## src/rtl/pwmdir_capture.sv

```systemverilog
// pwmdir_capture: measures PWM period and DIR-signed high time, with loss-of-signal timeout.
// Define PWMDIR_CAPTURE_FILTER_EN to add a filter_len-sample glitch filter on both pins.
module pwmdir_capture #(
  parameter int unsigned timeout_cycles = 1000000,
  parameter int unsigned filter_len = 4
) (
  input  logic               clk,
  input  logic               rst_n,
  input  logic               PWM,
  input  logic               DIR,
  output logic [31:0]        pwmPeriod,
  output logic signed [31:0] pwmWidth,
  output logic               pwmValid,
  output logic               pwmActive
);
  typedef enum logic {IDLE, MEASURE} state_t;
  state_t      state_q;
  logic [1:0]  pwm_sync_q, dir_sync_q;
  logic        pwm_s, dir_s, pwm_d_q, rise;
  logic [31:0] period_cnt_q, high_cnt_q, period_q, width_q;
  logic        valid_q, active_q;
  always_ff @(posedge clk)
    if (!rst_n) begin
      pwm_sync_q <= '0;
      dir_sync_q <= '0;
    end else begin
      pwm_sync_q <= {pwm_sync_q[0], PWM};
      dir_sync_q <= {dir_sync_q[0], DIR};
    end
`ifdef PWMDIR_CAPTURE_FILTER_EN
  localparam int unsigned CW = $clog2(filter_len + 1);
  logic [1:0] raw, filt;
  assign raw = {dir_sync_q[1], pwm_sync_q[1]};
  for (genvar i = 0; i < 2; i++) begin : g_filt
    logic          f_q;
    logic [CW-1:0] cnt_q;
    // cnt_q counts consecutive samples that disagree with the filtered level
    always_ff @(posedge clk)
      if (!rst_n) begin
        f_q   <= 1'b0;
        cnt_q <= '0;
      end else if (raw[i] == f_q) begin
        cnt_q <= '0;
      end else if (cnt_q == CW'(filter_len - 1)) begin
        f_q   <= raw[i];
        cnt_q <= '0;
      end else begin
        cnt_q <= cnt_q + CW'(1);
      end
    assign filt[i] = f_q;
  end
  assign pwm_s = filt[0];
  assign dir_s = filt[1];
`else
  logic unused_filter;
  assign unused_filter = (filter_len > 0);
  assign pwm_s = pwm_sync_q[1];
  assign dir_s = dir_sync_q[1];
`endif
  assign rise = pwm_s & ~pwm_d_q;
  // An edge closing a period takes priority over the timeout in the same cycle
  always_ff @(posedge clk)
    if (!rst_n) begin
      state_q      <= IDLE;
      pwm_d_q      <= 1'b0;
      period_cnt_q <= '0;
      high_cnt_q   <= '0;
      period_q     <= '0;
      width_q      <= '0;
      valid_q      <= 1'b0;
      active_q     <= 1'b0;
    end else begin
      pwm_d_q <= pwm_s;
      valid_q <= 1'b0;
      if (rise) begin
        state_q      <= MEASURE;
        period_cnt_q <= 32'd1;
        high_cnt_q   <= 32'd1;
        if (state_q == MEASURE) begin
          period_q <= period_cnt_q;
          width_q  <= dir_s ? high_cnt_q : -high_cnt_q;
          valid_q  <= 1'b1;
          active_q <= 1'b1;
        end
      end else if (state_q == MEASURE) begin
        if (period_cnt_q == 32'(timeout_cycles)) begin
          state_q      <= IDLE;
          period_cnt_q <= '0;
          high_cnt_q   <= '0;
          period_q     <= '0;
          width_q      <= '0;
          active_q     <= 1'b0;
        end else begin
          period_cnt_q <= period_cnt_q + 32'd1;
          high_cnt_q   <= pwm_s ? high_cnt_q + 32'd1 : high_cnt_q;
        end
      end
    end
  assign pwmPeriod = period_q;
  assign pwmWidth  = width_q;
  assign pwmValid  = valid_q;
  assign pwmActive = active_q;
endmodule

```

## config.mk

```make
export PLATFORM = sky130hd
export DESIGN_NAME = pwmdir_capture
export DESIGN_NICKNAME = d
export VERILOG_FILES = /design/src/rtl/pwmdir_capture.sv
export SDC_FILE = /design/constraint.sdc
export NUM_CORES = 1
export LEC_CHECK = 0
export ABC_AREA = 1
export BUFFER_PORTS_ARGS = -buffer_cell sky130_fd_sc_hd__buf_4
export CORE_UTILIZATION = 45
export CTS_CLUSTER_SIZE = 20
export DETAILED_ROUTE_END_ITERATION = 7
export GPL_TIMING_DRIVEN = 0
export PLACE_DENSITY = 0.62
export SLEW_MARGIN = 20
export SYNTH_ARGS = -nofsm -noshare
export SYNTH_HDL_FRONTEND = slang
export SYNTH_SLANG_ARGS = --single-unit
```

## constraint.sdc

```tcl
create_clock -name clk -period 2.15 [get_ports clk]
set_input_delay 0.43 -clock clk [delete_from_list [all_inputs] [get_ports clk]]
set_output_delay 0.43 -clock clk [all_outputs]
set_load 0.02 [all_outputs]
```

==> run_summary.xml <==
<?xml version="1.0" encoding="UTF-8"?>
<metrics>
  <group name="status">
    <metric name="status" unit="">finished, violations left</metric>
    <metric name="violated_checks" unit="">DRC</metric>
  </group>
  <group name="routing">
    <metric name="drt_wl_total" unit="um">21900</metric>
    <metric name="drt_iter0_drc" unit="">390</metric>
    <metric name="drt_pre_antenna_iters" unit="">7</metric>
    <metric name="drt_drc_violations_left" unit="">1</metric>
    <metric name="antenna_left" unit="">0</metric>
    <metric name="wl_per_cell" unit="um">15.4</metric>
    <metric name="via_count" unit="">7319</metric>
    <metric name="vias_per_cell" unit="">5.15</metric>
  </group>
  <group name="critical_path">
    <metric name="r2r_slack" unit="ns">0.13</metric>
    <metric name="r2r_end" unit="">pwmWidth[0]</metric>
    <metric name="timing.critical_path.required" unit="ns">2.46</metric>
    <metric name="startpoint" unit="">period_cnt_q[0]</metric>
    <metric name="critical_path_arrival" unit="ns">2.33</metric>
    <metric name="endpoint" unit="">pwmWidth[0]</metric>
    <metric name="timing_worst_setup_path_type" unit="">register to register</metric>
    <metric name="crit_path_end_kind" unit="">register</metric>
    <metric name="setup.worst_path.start_class" unit="">register</metric>
    <metric name="slowest_stage" unit="">sky130_fd_sc_hd__dfxtp_1</metric>
    <metric name="cells_on_worst_reg2reg_path" unit="">11</metric>
    <metric name="critPathMaxFanout" unit="">10</metric>
    <metric name="rr_startpoint" unit="">period_cnt_q[0]</metric>
    <metric name="cpPeakStageDelay" unit="ns">0.35</metric>
    <metric name="crit_path_cell_trace" unit="">inv_1 &gt; ha_1 &gt; nand2_1 &gt; nor2_1 &gt; nand2_2 &gt; nor2_4 &gt; o21ai_4 &gt; buf_12 &gt; buf_6 &gt; nand3_1 &gt; o21ai_1</metric>
  </group>
  <group name="clocking">
    <metric name="clkLatencyLatePin" unit="ns">0.43</metric>
    <metric name="numCtsBuffers" unit="">17</metric>
    <metric name="cts.clk_slew.worst_paths" unit="ns">0.06</metric>
    <metric name="clock-sinks" unit="">136</metric>
    <metric name="clock_tree.buffer_depth" unit="">2</metric>
    <metric name="h-tree-depth" unit="">4</metric>
    <metric name="cts_tree" unit="">yes</metric>
    <metric name="clk_root_buffer_cell" unit="">sky130_fd_sc_hd__clkbuf_16</metric>
  </group>
  <group name="logic_synthesis">
    <metric name="ys_ff_latch" unit="">136</metric>
    <metric name="synth.net_count" unit="">1109</metric>
    <metric name="synth.avg_cell_area" unit="um^2">6.59</metric>
    <metric name="synth_xor_area_share" unit="%">4.71</metric>
    <metric name="seq_area_frac_synth" unit="%">37.5</metric>
    <metric name="yosys.area_share.simple" unit="%">40.0</metric>
    <metric name="synth.cell_area" unit="um^2">7260</metric>
    <metric name="synthMuxAreaShare" unit="%">0</metric>
    <metric name="yosys_most_used_dff" unit="">sky130_fd_sc_hd__dfxtp_1</metric>
    <metric name="synth-async-reset-ratio" unit="%">0</metric>
    <metric name="syn-instance-count" unit="">1101</metric>
    <metric name="synthDominantCellAreaShare" unit="%">37.5</metric>
    <metric name="netlist_top_cells_area" unit="">sky130_fd_sc_hd__dfxtp_1 38%, sky130_fd_sc_hd__nand2_1 14%, sky130_fd_sc_hd__nor2_1 10%</metric>
    <metric name="main_combinational_cell_family_by_area_after_synthesis" unit="">simple AND/OR/NAND/NOR gates</metric>
    <metric name="synth_compound_area_share" unit="%">8.98</metric>
    <metric name="count_of_yosys_warnings_during_synthesis" unit="">0</metric>
    <metric name="synth_largest_area_cell" unit="">sky130_fd_sc_hd__dfxtp_1</metric>
    <metric name="synth-edff-count" unit="">0</metric>
    <metric name="synthDistinctLibCells" unit="">34</metric>
    <metric name="synth_adder_area_share" unit="%">0.689</metric>
  </group>
  <group name="floorplanning">
    <metric name="die-area" unit="um^2">16600</metric>
    <metric name="pin_count" unit="">70</metric>
    <metric name="core_area" unit="um^2">15800</metric>
    <metric name="die_height" unit="um">129</metric>
    <metric name="start_util" unit="%">45.9</metric>
    <metric name="die_x" unit="um">129</metric>
    <metric name="placementRows" unit="">46</metric>
  </group>
  <group name="global_routing">
    <metric name="grt_antenna_before_repair" unit="">0</metric>
    <metric name="largest_net_degree_at_the_start_of_global_routing" unit="">17</metric>
    <metric name="grt_use_total" unit="%">27.5</metric>
    <metric name="grt_pass1_wl" unit="um">34600</metric>
    <metric name="total_gr_overflow" unit="">0</metric>
    <metric name="via_count_of_the_first_global_routing_pass" unit="">6856</metric>
  </group>
  <group name="cells_and_area">
    <metric name="diodes" unit="">0</metric>
    <metric name="post_route_cells_drive_above_1_share" unit="%">13.5</metric>
    <metric name="area_of_all_placed_cells_without_fillers" unit="um^2">8670</metric>
    <metric name="instances_no_fill" unit="">1422</metric>
    <metric name="layout_commonest_cell" unit="">sky130_fd_sc_hd__nand2_1</metric>
    <metric name="utilization" unit="%">54.8</metric>
    <metric name="multi_input_area" unit="um^2">3960</metric>
    <metric name="synthToLayoutAreaGrowth" unit="%">19.4</metric>
    <metric name="layout.area.seq" unit="um^2">2720</metric>
    <metric name="fin_nets" unit="">1201</metric>
    <metric name="most-common-layout-cells" unit="">267 x sky130_fd_sc_hd__nand2_1, 198 x sky130_fd_sc_hd__nor2_1, 136 x sky130_fd_sc_hd__dfxtp_1</metric>
    <metric name="fillerInstances" unit="">1636</metric>
  </group>
  <group name="timing">
    <metric name="skew" unit="ns">0.00876</metric>
    <metric name="rsz0062_at_grt" unit="">true</metric>
    <metric name="setup_viol_count_final" unit="">0</metric>
    <metric name="worst_slew_margin" unit="%">58.0</metric>
    <metric name="period_minus_slack" unit="ns">2.02</metric>
    <metric name="final_max_slew_viol_count" unit="">0</metric>
    <metric name="max_freq" unit="MHz">495</metric>
    <metric name="totalNegativeSetupSlack" unit="ns">0</metric>
    <metric name="post-route-period-util" unit="%">93.9</metric>
    <metric name="hold_viol_final" unit="">0</metric>
    <metric name="max_slew.worst_pin.slew" unit="ns">0.629</metric>
  </group>
  <group name="power_and_ir_drop">
    <metric name="power.density" unit="nW/um^2">633</metric>
    <metric name="fin_total_pwr" unit="W">0.00549</metric>
    <metric name="peakVddDrop" unit="V">0.000586</metric>
    <metric name="power.leakage" unit="nW">3.57</metric>
  </group>
  <group name="min_path">
    <metric name="worst_hold_path_type" unit="">input pin to register</metric>
  </group>
  <group name="placement">
    <metric name="postPlaceCellArea" unit="um^2">8050</metric>
    <metric name="dp.cells" unit="">1386</metric>
    <metric name="gp_congestion" unit="">0.934</metric>
    <metric name="numPortBuffers" unit="">69</metric>
    <metric name="dp_hpwl" unit="um">16500</metric>
  </group>
  <group name="job">
    <metric name="maxCapViolations" unit="">0</metric>
  </group>
</metrics>
## layer usage
layer,up-vias,global-route usage (%),wire length (um)
met1,3324,32.5,9350
met2,194,48.7,10800
met3,48,4.87,972
met4,0,12.6,733
met5,-,0,0
li1,3753,-,-
## synth_stat cells (4+ instances only)
master	n
sky130_fd_sc_hd__nand2_2	4
sky130_fd_sc_hd__o21ai_0	27
sky130_fd_sc_hd__a21oi_1	68
sky130_fd_sc_hd__nor2_2	9
sky130_fd_sc_hd__o21ai_1	25
sky130_fd_sc_hd__inv_2	10
sky130_fd_sc_hd__dfxtp_1	136
sky130_fd_sc_hd__nand4_1	25
sky130_fd_sc_hd__nor2_1	199
sky130_fd_sc_hd__nand3b_1	4
sky130_fd_sc_hd__nor2_4	5
sky130_fd_sc_hd__buf_2	14
sky130_fd_sc_hd__xor2_1	37
sky130_fd_sc_hd__inv_1	74
sky130_fd_sc_hd__buf_6	11
sky130_fd_sc_hd__nand2_1	267
sky130_fd_sc_hd__nand3_1	127
sky130_fd_sc_hd__ha_1	4
sky130_fd_sc_hd__clkbuf_1	14
sky130_fd_sc_hd__nor3_1	17
## through the flow
step	worst slack (ns)	hold slack (ns)
6_report	0.131	0.181
5_1_grt	-0.0289	0.213
4_1_cts	0.0905	0.175
3_5_place_dp	-0.00170	0.408
3_3_place_gp	-0.0211	0.398
2_1_floorplan	0.581	0.390
## worst min path at each step
stage | start | endpoint | slack [ns] | cells past startpoint
floorplan | dir_sync_q[0] | dir_sync_q[1] | 0.39 | 2
global placement | dir_sync_q[0] | dir_sync_q[1] | 0.40 | 2
detailed placement | pwm_sync_q[0] | pwm_sync_q[1] | 0.41 | 2
CTS | DIR | dir_sync_q[0] | 0.17 | 3
global route | DIR | dir_sync_q[0] | 0.21 | 3
finish | DIR | dir_sync_q[0] | 0.18 | 3
## flip-flops by register name, summed over array words and instances (netlist names), 2 cells and up
signal and flops:
pwmWidth 32, high_cnt_q 32, dir_sync_q 2, period_cnt_q 32, pwmPeriod 32, pwm_sync_q 2
## worst max-delay path: cells and delay by family (launching register included)
| kind | cells | cell delay [ns] |
|---|---|---|
| buffers and inverters | 3 | 0.47 |
| AND/OR/NAND/NOR | 5 | 0.65 |
| flip-flops | 1 | 0.35 |
| adder cells (fa/ha/maj) | 1 | 0.22 |
| AO/OA/AOI/OAI | 2 | 0.20 |
## power breakdown
part           leakage [nW]  internal, W  switching, W
logic                  2.21    0.0000406      0.000135
registers              1.10      0.00253    0.00000798
clock network         0.267      0.00168       0.00110
total                  3.57      0.00425       0.00124
## cells by family (layout without fill, tap and decap cells)
logic type / count (synthesis) / after routing
flip-flops: 136 / 136
AO/OA/AOI/OAI: 126 / 126
adder cells (fa/ha/maj): 4 / 4
buffers and inverters: 128 / 233
AND/OR/NAND/NOR: 668 / 668
XOR/XNOR: 39 / 39
## area by class of cell
type	instances	area share [%]
multi-input cells	837	45.7
flip-flops and latches	136	31.4
repair buffers	73	6.61
clock buffers	25	5.60
inverters	85	3.68
well taps	216	3.12
plain buffers	43	3.10
clock inverters	7	0.794
## timing repair
| item | 4_1_cts | 5_1_grt |
|---|---|---|
| cloned | 0 | 0 |
| gates resized for setup | 0 | 3 |
| buffers inserted | 4 | 0 |
| hold buffers | 0 | 0 |
| pin swaps | 1 | 1 |
| setup endpoints to repair | 20 | 11 |
(Power assumes the default switching activity.)
